File: src/rtl/fp_pkg.sv
// Shared single-precision types, constants and operand classification
// for the fp divider issue shell.
package fp_pkg;

  typedef struct packed {
    logic        sign;
    logic [7:0]  exp;
    logic [22:0] mant;
  } fp32_t;

  localparam logic [31:0] FP_QNAN    = 32'h7FC0_0000;
  localparam logic [7:0]  FP_INF_EXP = 8'hFF;

  typedef struct packed {
    logic invalid;
    logic div_by_zero;
    logic special;
  } fp_flags_t;

  typedef struct packed {
    logic is_nan;
    logic is_inf;
    logic is_zero;
  } fp_class_t;

  // Denormals (exp == 0) classify as zero.
  function automatic fp_class_t fp_class(input logic [7:0] exp, input logic [22:0] mant);
    fp_class_t c;
    c.is_nan  = (exp == FP_INF_EXP) && (mant != 23'd0);
    c.is_inf  = (exp == FP_INF_EXP) && (mant == 23'd0);
    c.is_zero = (exp == 8'd0);
    return c;
  endfunction

endpackage

File: src/rtl/fp_op_fifo.sv
// Generic synchronous FIFO with registered entry count; storage is not reset.
module fp_op_fifo #(
  parameter int unsigned DEPTH = 4,
  parameter int unsigned W     = 68
) (
  input  logic                       clk,
  input  logic                       rst_n,
  input  logic                       push,
  input  logic                       pop,
  input  logic [W-1:0]               wdata,
  output logic [W-1:0]               rdata_c,
  output logic [$clog2(DEPTH):0]     count,
  output logic                       full_c,
  output logic                       empty_c
);

  localparam int unsigned PTR_W = $clog2(DEPTH);
  localparam int unsigned CNT_W = PTR_W + 1;

  logic [W-1:0]     mem [DEPTH];
  logic [PTR_W-1:0] wr_ptr;
  logic [PTR_W-1:0] rd_ptr;
  logic             do_push;
  logic             do_pop;

  assign full_c  = (count == CNT_W'(DEPTH));
  assign empty_c = (count == CNT_W'(0));
  assign do_push = push && !full_c;
  assign do_pop  = pop && !empty_c;
  assign rdata_c = mem[rd_ptr];

  // Pointers wrap naturally because DEPTH is a power of two.
  always_ff @(posedge clk or negedge rst_n) begin
    if (!rst_n) begin
      wr_ptr <= '0;
      rd_ptr <= '0;
      count  <= '0;
    end else begin
      if (do_push) wr_ptr <= wr_ptr + PTR_W'(1);
      if (do_pop)  rd_ptr <= rd_ptr + PTR_W'(1);
      count <= count + CNT_W'(do_push) - CNT_W'(do_pop);
    end
  end

  always_ff @(posedge clk) begin
    if (do_push) mem[wr_ptr] <= wdata;
  end

endmodule

File: src/rtl/fp_div_issue.sv
// Issue/writeback shell around a combinational fp32 divider: operand FIFO,
// local IEEE special-case resolution, tagged registered result.
module fp_div_issue
  import fp_pkg::*;
#(
  parameter int unsigned DEPTH = 4,
  parameter int unsigned TAG_W = 4
) (
  input  logic                   clk,
  input  logic                   rst_n,
  input  logic                   in_valid,
  output logic                   in_ready,
  input  logic [31:0]            in_a,
  input  logic [31:0]            in_b,
  output logic [31:0]            div_a,
  output logic [31:0]            div_b,
  input  logic [31:0]            div_out,
  output logic                   res_valid,
  input  logic                   res_ready,
  output logic [31:0]            res_data,
  output logic [2:0]             res_flags,
  output logic [TAG_W-1:0]       res_tag,
  output logic [$clog2(DEPTH):0] occupancy
);

  localparam int unsigned ENT_W = 64 + TAG_W;

  logic [TAG_W-1:0] tag_cnt;
  logic [ENT_W-1:0] head;
  logic             fifo_full;
  logic             fifo_empty;
  logic             push;
  logic             pop;
  fp32_t            ha;
  fp32_t            hb;
  fp_class_t        ca;
  fp_class_t        cb;
  logic             s;
  logic [31:0]      sel_data;
  fp_flags_t        sel_flags;

  assign in_ready = !fifo_full;
  assign push     = in_valid && in_ready;
  assign pop      = !fifo_empty && (!res_valid || res_ready);

  fp_op_fifo #(.DEPTH(DEPTH), .W(ENT_W)) u_fifo (
    .clk     (clk),
    .rst_n   (rst_n),
    .push    (push),
    .pop     (pop),
    .wdata   ({in_a, in_b, tag_cnt}),
    .rdata_c (head),
    .count   (occupancy),
    .full_c  (fifo_full),
    .empty_c (fifo_empty)
  );

  // Keep the divider inputs X-free when nothing is queued.
  assign div_a = fifo_empty ? 32'd0 : head[ENT_W-1 -: 32];
  assign div_b = fifo_empty ? 32'd0 : head[ENT_W-33 -: 32];

  // Special-operand resolution, highest priority first.
  always_comb begin
    ha        = fp32_t'(div_a);
    hb        = fp32_t'(div_b);
    ca        = fp_class(ha.exp, ha.mant);
    cb        = fp_class(hb.exp, hb.mant);
    s         = ha.sign ^ hb.sign;
    sel_data  = div_out;
    sel_flags = '0;
    if (ca.is_nan || cb.is_nan ||
        (ca.is_zero && cb.is_zero) || (ca.is_inf && cb.is_inf)) begin
      sel_data  = FP_QNAN;
      sel_flags = '{invalid: 1'b1, div_by_zero: 1'b0, special: 1'b1};
    end else if (ca.is_inf) begin
      sel_data  = {s, FP_INF_EXP, 23'd0};
      sel_flags = '{invalid: 1'b0, div_by_zero: 1'b0, special: 1'b1};
    end else if (cb.is_zero) begin
      sel_data  = {s, FP_INF_EXP, 23'd0};
      sel_flags = '{invalid: 1'b0, div_by_zero: 1'b1, special: 1'b1};
    end else if (ca.is_zero || cb.is_inf) begin
      sel_data  = {s, 31'd0};
      sel_flags = '{invalid: 1'b0, div_by_zero: 1'b0, special: 1'b1};
    end
  end

  always_ff @(posedge clk or negedge rst_n) begin
    if (!rst_n) begin
      tag_cnt <= '0;
    end else if (push) begin
      tag_cnt <= tag_cnt + TAG_W'(1);
    end
  end

  // Result register: reload on pop, otherwise hold until consumed.
  always_ff @(posedge clk or negedge rst_n) begin
    if (!rst_n) begin
      res_valid <= 1'b0;
      res_data  <= '0;
      res_flags <= '0;
      res_tag   <= '0;
    end else if (pop) begin
      res_valid <= 1'b1;
      res_data  <= sel_data;
      res_flags <= sel_flags;
      res_tag   <= head[TAG_W-1:0];
    end else if (res_valid && res_ready) begin
      res_valid <= 1'b0;
    end
  end

endmodule

File: config.mk
export PLATFORM = sky130hd
export DESIGN_NAME = fp_div_issue
export DESIGN_NICKNAME = d
export VERILOG_FILES = /design/src/rtl/fp_pkg.sv /design/src/rtl/fp_op_fifo.sv /design/src/rtl/fp_div_issue.sv
export SDC_FILE = /design/constraint.sdc
export NUM_CORES = 1
export LEC_CHECK = 0
export BUFFER_PORTS_ARGS = -buffer_cell sky130_fd_sc_hd__buf_4
export CAP_MARGIN = 20
export CORE_MARGIN = 2
export CORE_UTILIZATION = 35
export DETAILED_ROUTE_END_ITERATION = 8
export PLACE_DENSITY = 0.56
export SYNTH_ARGS = -nofsm -noshare
export SYNTH_HDL_FRONTEND = slang
export SYNTH_SLANG_ARGS = --single-unit
File: constraint.sdc
create_clock -name clk -period 3.3 [get_ports clk]
set_input_delay 0.66 -clock clk [delete_from_list [all_inputs] [get_ports clk]]
set_output_delay 0.66 -clock clk [all_outputs]
set_load 0.02 [all_outputs]
* After elaboration in Yosys (flattened, before gate mapping)
Memories as Yosys holds them, arrays and structs flattened.
Index checks and enable logic that the tools add are counted.
** Storage, ports and cells
- Bits in registers :: 51
- Memory bits (writable) :: 272
- Bits of input ports :: 100
- Output and inout port bits :: 108
- Memories kept :: 1
** Memories
- u_fifo.mem :: words 4, bits a word 68, rd ports 1, clocked after memory_dff 0, write ports 1, RTL line fp_op_fifo.sv:20 : logic [W-1:0] mem [DEPTH];
** Cells by class
- Add/sub/neg operators :: 5
- Eq/ne operators :: 3
- Mux-type cells :: 14
- Bitwise operators :: 1
- Reduce and logical (&&, ||, !) cells :: 27
** Operators with widths (count)
- 32-bit two-way mux :: 6
- 23-bit zero test :: 2
- 23-bit nonzero test :: 2
- 8-bit == test, second input constant :: 2
- 8-bit zero test :: 2
- 1-bit logical AND :: 11
- 1-bit logical OR :: 5
- 1-bit two-way mux :: 5
- 2-bit by 1-bit adder with 2-bit output, second input constant :: 2
- 4-bit by 1-bit adder with 4-bit output, second input constant :: 1
- 2-bit two-way mux :: 2
- 3-bit by 1-bit adder with 3-bit output :: 1
- 3-bit == test, second input constant :: 1
- 1-bit zero test :: 3
- 3-bit zero test :: 1
- 3-bit two-way mux :: 1
- 3-bit by 1-bit subtractor with 3-bit output :: 1
- 2-bit nonzero test :: 1
- 1-bit XOR :: 1

* Logic depth before layout (Yosys ltp)
- Depth after elaboration :: 9
- Depth in mapped cells :: 12
- Mapped depth without buffers :: 10

* Cells and area by module
From an unflattened synthesis, not the netlist that was laid out.
** Unflattened totals
- Cells, all modules :: 645
- Area, all modules :: 12742.2 µm²
** Modules (own cells, without submodules)
- fp_op_fifo :: times used 1, cells an instance 397, area an instance 10356.2 µm², seq. area each 8343.0 µm²
- fp_div_issue :: times used 1, cells an instance 248, area an instance 2386.0 µm², seq. area each 1101.1 µm²

* Least setup slack after synthesis
No wires, ideal clock.
- Path kind :: register to register
- Start point :: register u_fifo.count[1]
- End point :: memory u_fifo.mem[0][0] (enable)
- Setup time :: 434 ps
- Data arrival time :: 2518 ps
- Setup slack :: 348 ps
- Stages on the path, launching flop included :: 4
- Buffers on the path :: 0
- Clock period less this slack :: 2952 ps
- Path through :: dfrtp_1 > nor2_1 > nand2_1 > and3_1
** On the way
- Word-level cells in the longest chain between the ends :: 6
** RTL lines
- from (decl) :: RTL line fp_op_fifo.sv:12 : output logic [$clog2(DEPTH):0] count,
- from (signal assigned) :: RTL line fp_op_fifo.sv:41 : count <= count + CNT_W'(do_push) - CNT_W'(do_pop);
- 3-bit == test (*) :: RTL line fp_op_fifo.sv:26 : assign full_c = (count == CNT_W'(DEPTH));
- 1-bit zero test (*) :: RTL line fp_div_issue.sv:42 : assign in_ready = !fifo_full;
- named net in_ready :: RTL line fp_div_issue.sv:12 : output logic in_ready,
- 1-bit logical AND :: RTL line fp_div_issue.sv:43 : assign push = in_valid && in_ready;
- 1-bit logical AND (*) :: RTL line fp_op_fifo.sv:28 : assign do_push = push && !full_c;
- 1-bit two-way mux (*) :: RTL line fp_op_fifo.sv:46 : if (do_push) mem[wr_ptr] <= wdata;
- 1-bit two-way mux (implied by the code) (*) :: RTL line fp_op_fifo.sv:46
- to (decl) :: RTL line fp_op_fifo.sv:20
The timed path passes the listed nets; every way through them passes the cells marked *.

* Worst setup path in the final report
- Start point :: register u_fifo.rd_ptr[0]
- End point :: register res_data[17]
** On the way
- Word-level cells in the longest chain between the ends :: 9
- Elaborated cells between the ends (all ways) :: 25
- Those cells by class :: eq/ne: 2; mux: 6; reduce/logical: 16; memory: 1
** RTL lines
- from (decl) :: RTL line fp_op_fifo.sv:22 : logic [PTR_W-1:0] rd_ptr;
- from (signal assigned) :: RTL line fp_op_fifo.sv:40 : if (do_pop) rd_ptr <= rd_ptr + PTR_W'(1);
- memory 4 x 68 bit (*)
- 32-bit two-way mux :: RTL line fp_div_issue.sv:60 : assign div_b = fifo_empty ? 32'd0 : head[ENT_W-33 -: 32];
- 23-bit zero test / 8-bit == test (equally long branches) :: RTL line fp_pkg.sv:30, fp_pkg.sv:29
- 1-bit logical AND :: RTL line fp_pkg.sv:30 : c.is_inf = (exp == FP_INF_EXP) && (mant == 23'd0);
- 1-bit logical OR :: RTL line fp_div_issue.sv:81 : end else if (ca.is_zero || cb.is_inf) begin
- 32-bit two-way mux :: RTL line fp_div_issue.sv:81
- 32-bit two-way mux :: RTL line fp_div_issue.sv:78 : end else if (cb.is_zero) begin
- 32-bit two-way mux :: RTL line fp_div_issue.sv:75 : end else if (ca.is_inf) begin
- 32-bit two-way mux (*) :: RTL line fp_div_issue.sv:71 : if (ca.is_nan || cb.is_nan ||
- to (signal assigned) :: RTL line fp_div_issue.sv:104 : res_data <= sel_data;
- to (decl) :: RTL line fp_div_issue.sv:20 : output logic [31:0] res_data,
Every way passes the cells marked *; elsewhere a longest branch is shown, timed or not.
A chain may end at the register's enable or synchronous reset.

==> flow_metrics.py <==
metrics = {
    "timing": {
        "setup_viol": 0,
        "fin_hold_ws_ns": 0.186,
        "period_share_pct": 93.0,
        "fin_setup_tns_ns": 0,
        "rsz0062_at_grt": "no",
        "hold_violations": 0,
        "max_freq_mhz": 326,
        "fin_skew_ns": 0.0156,
        "slew_headroom_pct": 54.8,
        "maxSlewViolCount": 0,
        "fin_crit_ns": 3.07,
        "worstMarginPinSlew_ns": 0.678,
    },
    "setup_path": {
        "r2r_cells": 8,
        "startpoint_type": "flop",
        "crit_type": "reg -> reg",
        "worst_ep_required_time_ns": 3.70,
        "ff2ff_setup_slack_ns": 0.23,
        "setup.worst_path.end": "res_data[17]$_DFFE_PN0P_",
        "cp.arrival_ns": 3.47,
        "crit_path_end_kind": "flop",
        "r2r-start": "u_fifo.rd_ptr[0]$_DFFE_PN0P_",
        "crit_start": "u_fifo.rd_ptr[0]$_DFFE_PN0P_",
        "worstReg2RegEnd": "res_data[17]$_DFFE_PN0P_",
        "crit_path_max_fanout": 23,
    },
    "detailed_routing": {
        "wl_per_cell_um": 20.7,
        "ant_nets": 0,
        "via_count": 6695,
        "dr.pass1.iters": 4,
        "viasPerCell": 4.93,
        "finalWirelength_mm": 28.1,
        "drtIter0Drc": 356,
        "drc": 0,
    },
    "yosys": {
        "yosys.area.top_type": "edfxtp_1",
        "synth_compound_area_share_pct": 2.81,
        "ys_ff_latch": 323,
        "synthAdderAreaFrac_pct": 0.841,
        "syn_inst": 632,
        "synth_area_per_cell_um2": 20.2,
        "synth_simple_gate_area_share_pct": 6.53,
        "synth_cell_types": 48,
        "syn_area_mm2": 0.0128,
        "synthXorXnorAreaFrac_pct": 0.616,
        "synth_fp_nets": 740,
        "synth_top_family_by_area": "multiplexers",
        "ys.flop_type": "edfxtp_1",
        "synth_edf_count": 272,
        "ys_seq_area_share_pct": 73.8,
        "synth_top_area_share_pct": 63.8,
        "yosys-mux-area-fraction_pct": 13.1,
        "yosysWarnings": 0,
        "synthTopCellsByArea": "edfxtp_1 (64%), dfrtp_1 (10%), mux4_1 (6.8%), mux4_2 (6.2%), and2_1 (3.5%)",
        "synthArstFlopShare_pct": 15.8,
    },
    "status": {
        "outcome": "finished, final reports clean",
    },
    "final_layout": {
        "drive_above_1_share_pct": 37.3,
        "antennaDiodeCount": 0,
        "area_delta_synth_final_pct": 26.0,
        "fin_nets": 975,
    },
    "place": {
        "io_buffers": 207,
        "gp_congestion": 0.712,
        "dp_hpwl_mm": 18.0,
    },
    "power_and_ir_drop": {
        "power_density_mw_per_mm2": 1010,
        "ir_drop_mv": 0.614,
        "p_leak_nw": 5.95,
    },
    "floorplan": {
        "coreArea_mm2": 0.0363,
        "chipWidth_um": 195,
        "die_height_um": 195,
        "dieArea_mm2": 0.0381,
        "pin_count": 208,
        "initial_core_util_pct": 35.3,
        "fp-row-count": 70,
    },
    "clocking": {
        "cts_resized": 0,
        "htree_levels": 2,
        "root_buffer": "clkbuf_16",
        "postCtsSetupRepairBufs": 0,
        "clkLatencyLatePin_ns": 0.52,
        "cts_buffers": 37,
        "cts_num_sinks": 323,
        "max-clock-path-buffers": 3,
        "cts_tree": "done",
        "path_clk_slew_ns": 0.06,
        "hold_buffers": 0,
    },
    "grt": {
        "antenna_found_initial": 1,
        "gr-total-overflow": 0,
        "grt_pass1_vias": 7046,
        "track_usage_pct": 14.8,
        "grt_start_max_net_pins": 69,
        "grt_pass1_wl_mm": 42.6,
    },
    "hold_path": {
        "hold_class": "in -> async",
    },
    "flow_run": {
        "max-cap-violations": 0,
    },
}
[power breakdown]
group | switching (mW) | internal (mW) | leakage, nW
combinational | 3.58 | 2.88 | 2.27
clock | 1.51 | 2.40 | 0.572
sequential | 0.342 | 5.52 | 3.10
total | 5.43 | 10.8 | 5.95
[Yosys cell counts, types with 2 or more instances]
library cell  number
nor3_1             4
o22a_1             8
nand3_1            2
a22o_1            23
clkbuf_1          10
nor2_1             7
nand2_1           23
dfrtp_1           51
mux4_1            33
nor4_1             9
nand4_1            5
or3_1              3
buf_12             2
buf_2              5
nor2_2             2
ha_1               7
nor4_2             2
edfxtp_1         272
clkbuf_8           3
a21oi_1            2
inv_1              9
buf_6              7
and3_1             4
or4_4              4
mux4_2            35
xnor2_1            8
and2_1            71
[cells in the final DEF, fill, tap and decap left out, drive strengths merged, types with 5 or more instances in the layout]
| cell type | synthesis | final |
|---|---|---|
| mux4 | 68 | 68 |
| xnor2 | 8 | 8 |
| nor4 | 11 | 11 |
| dfrtp | 51 | 51 |
| ha | 7 | 7 |
| clkbuf | 13 | 52 |
| and2 | 71 | 71 |
| clkinv | 1 | 8 |
| nand2 | 23 | 23 |
| edfxtp | 272 | 272 |
| o22a | 8 | 8 |
| inv | 10 | 11 |
| a22o | 23 | 23 |
| buf | 16 | 226 |
| nand4 | 5 | 5 |
| nor2 | 9 | 9 |
[stage by stage]
stage	instance area [um^2]	instances	util [%]	setup slack [ns]	total power, mW
after floorplan	12800	632	-	0.348	10.0
after global placement	14900	1295	41.2	0.159	12.5
after detailed placement	14900	1295	41.2	0.156	12.5
after CTS	16100	1357	44.4	0.123	16.5
after global routing	16100	1358	44.5	0.0237	17.1
final	16100	1358	44.5	0.230	16.2
[worst max-delay path, stage by stage, from the launching register on]
cell,delay (ns)
dfrtp_4,0.46
buf_4,0.27
mux4_1,0.66
or4_4,0.59
nor4_2,0.32
or2b_1,0.15
inv_2,0.05
o211a_4,0.22
a22o_1,0.21
[per-layer routing]
layer  vias to the layer above  part of all wire [%]  GRT usage (%)
met1                      3391                    44           19.6
met4                         2                   1.7           3.82
met5                         -                 0.046              0
li1                       3034                     -              -
met3                        45                   7.3           4.27
met2                       223                    47           24.0
[kinds of logic (layout without fill, tap and decap cells)]
kind of cell	Yosys count	after routing
compound gates	41	41
xor+xnor	9	9
fa+ha+maj	8	8
buf+inv	41	299
flops	323	323
mux	70	70
simple gates	140	140
[state kept, by name, summed over array words and instances, names as in the netlist]
name           flops
res_flags          3
res_valid          1
res_tag            4
u_fifo.count       3
u_fifo.mem       272
tag_cnt            4
res_data          32
u_fifo.rd_ptr      2
u_fifo.wr_ptr      2
[layout make-up]
class	instances	area, um^2
tap	468	586
multi-input combinational	268	3080
timing repair buffer	226	1800
fill	3158	20100
clock inverter	10	100
inverter	11	41.3
sequential	323	9450
clock buffer	52	1070
[how the worst min path moves through the flow]
stage	start	slack, ns	depth (start not counted)	to
6_report	rst_n	0.19	1	u_fifo.count[1]$_DFF_PN0_
5_1_grt	rst_n	0.22	1	u_fifo.count[1]$_DFF_PN0_
4_1_cts	rst_n	0.19	1	u_fifo.count[1]$_DFF_PN0_
3_5_place_dp	res_tag[3]$_DFFE_PN0P_	0.48	2	res_tag[3]$_DFFE_PN0P_
3_3_place_gp	res_tag[2]$_DFFE_PN0P_	0.46	2	res_tag[2]$_DFFE_PN0P_
2_1_floorplan	rst_n	0.36	0	res_data[0]$_DFFE_PN0P_
Power figures use the tool's default switching activity.
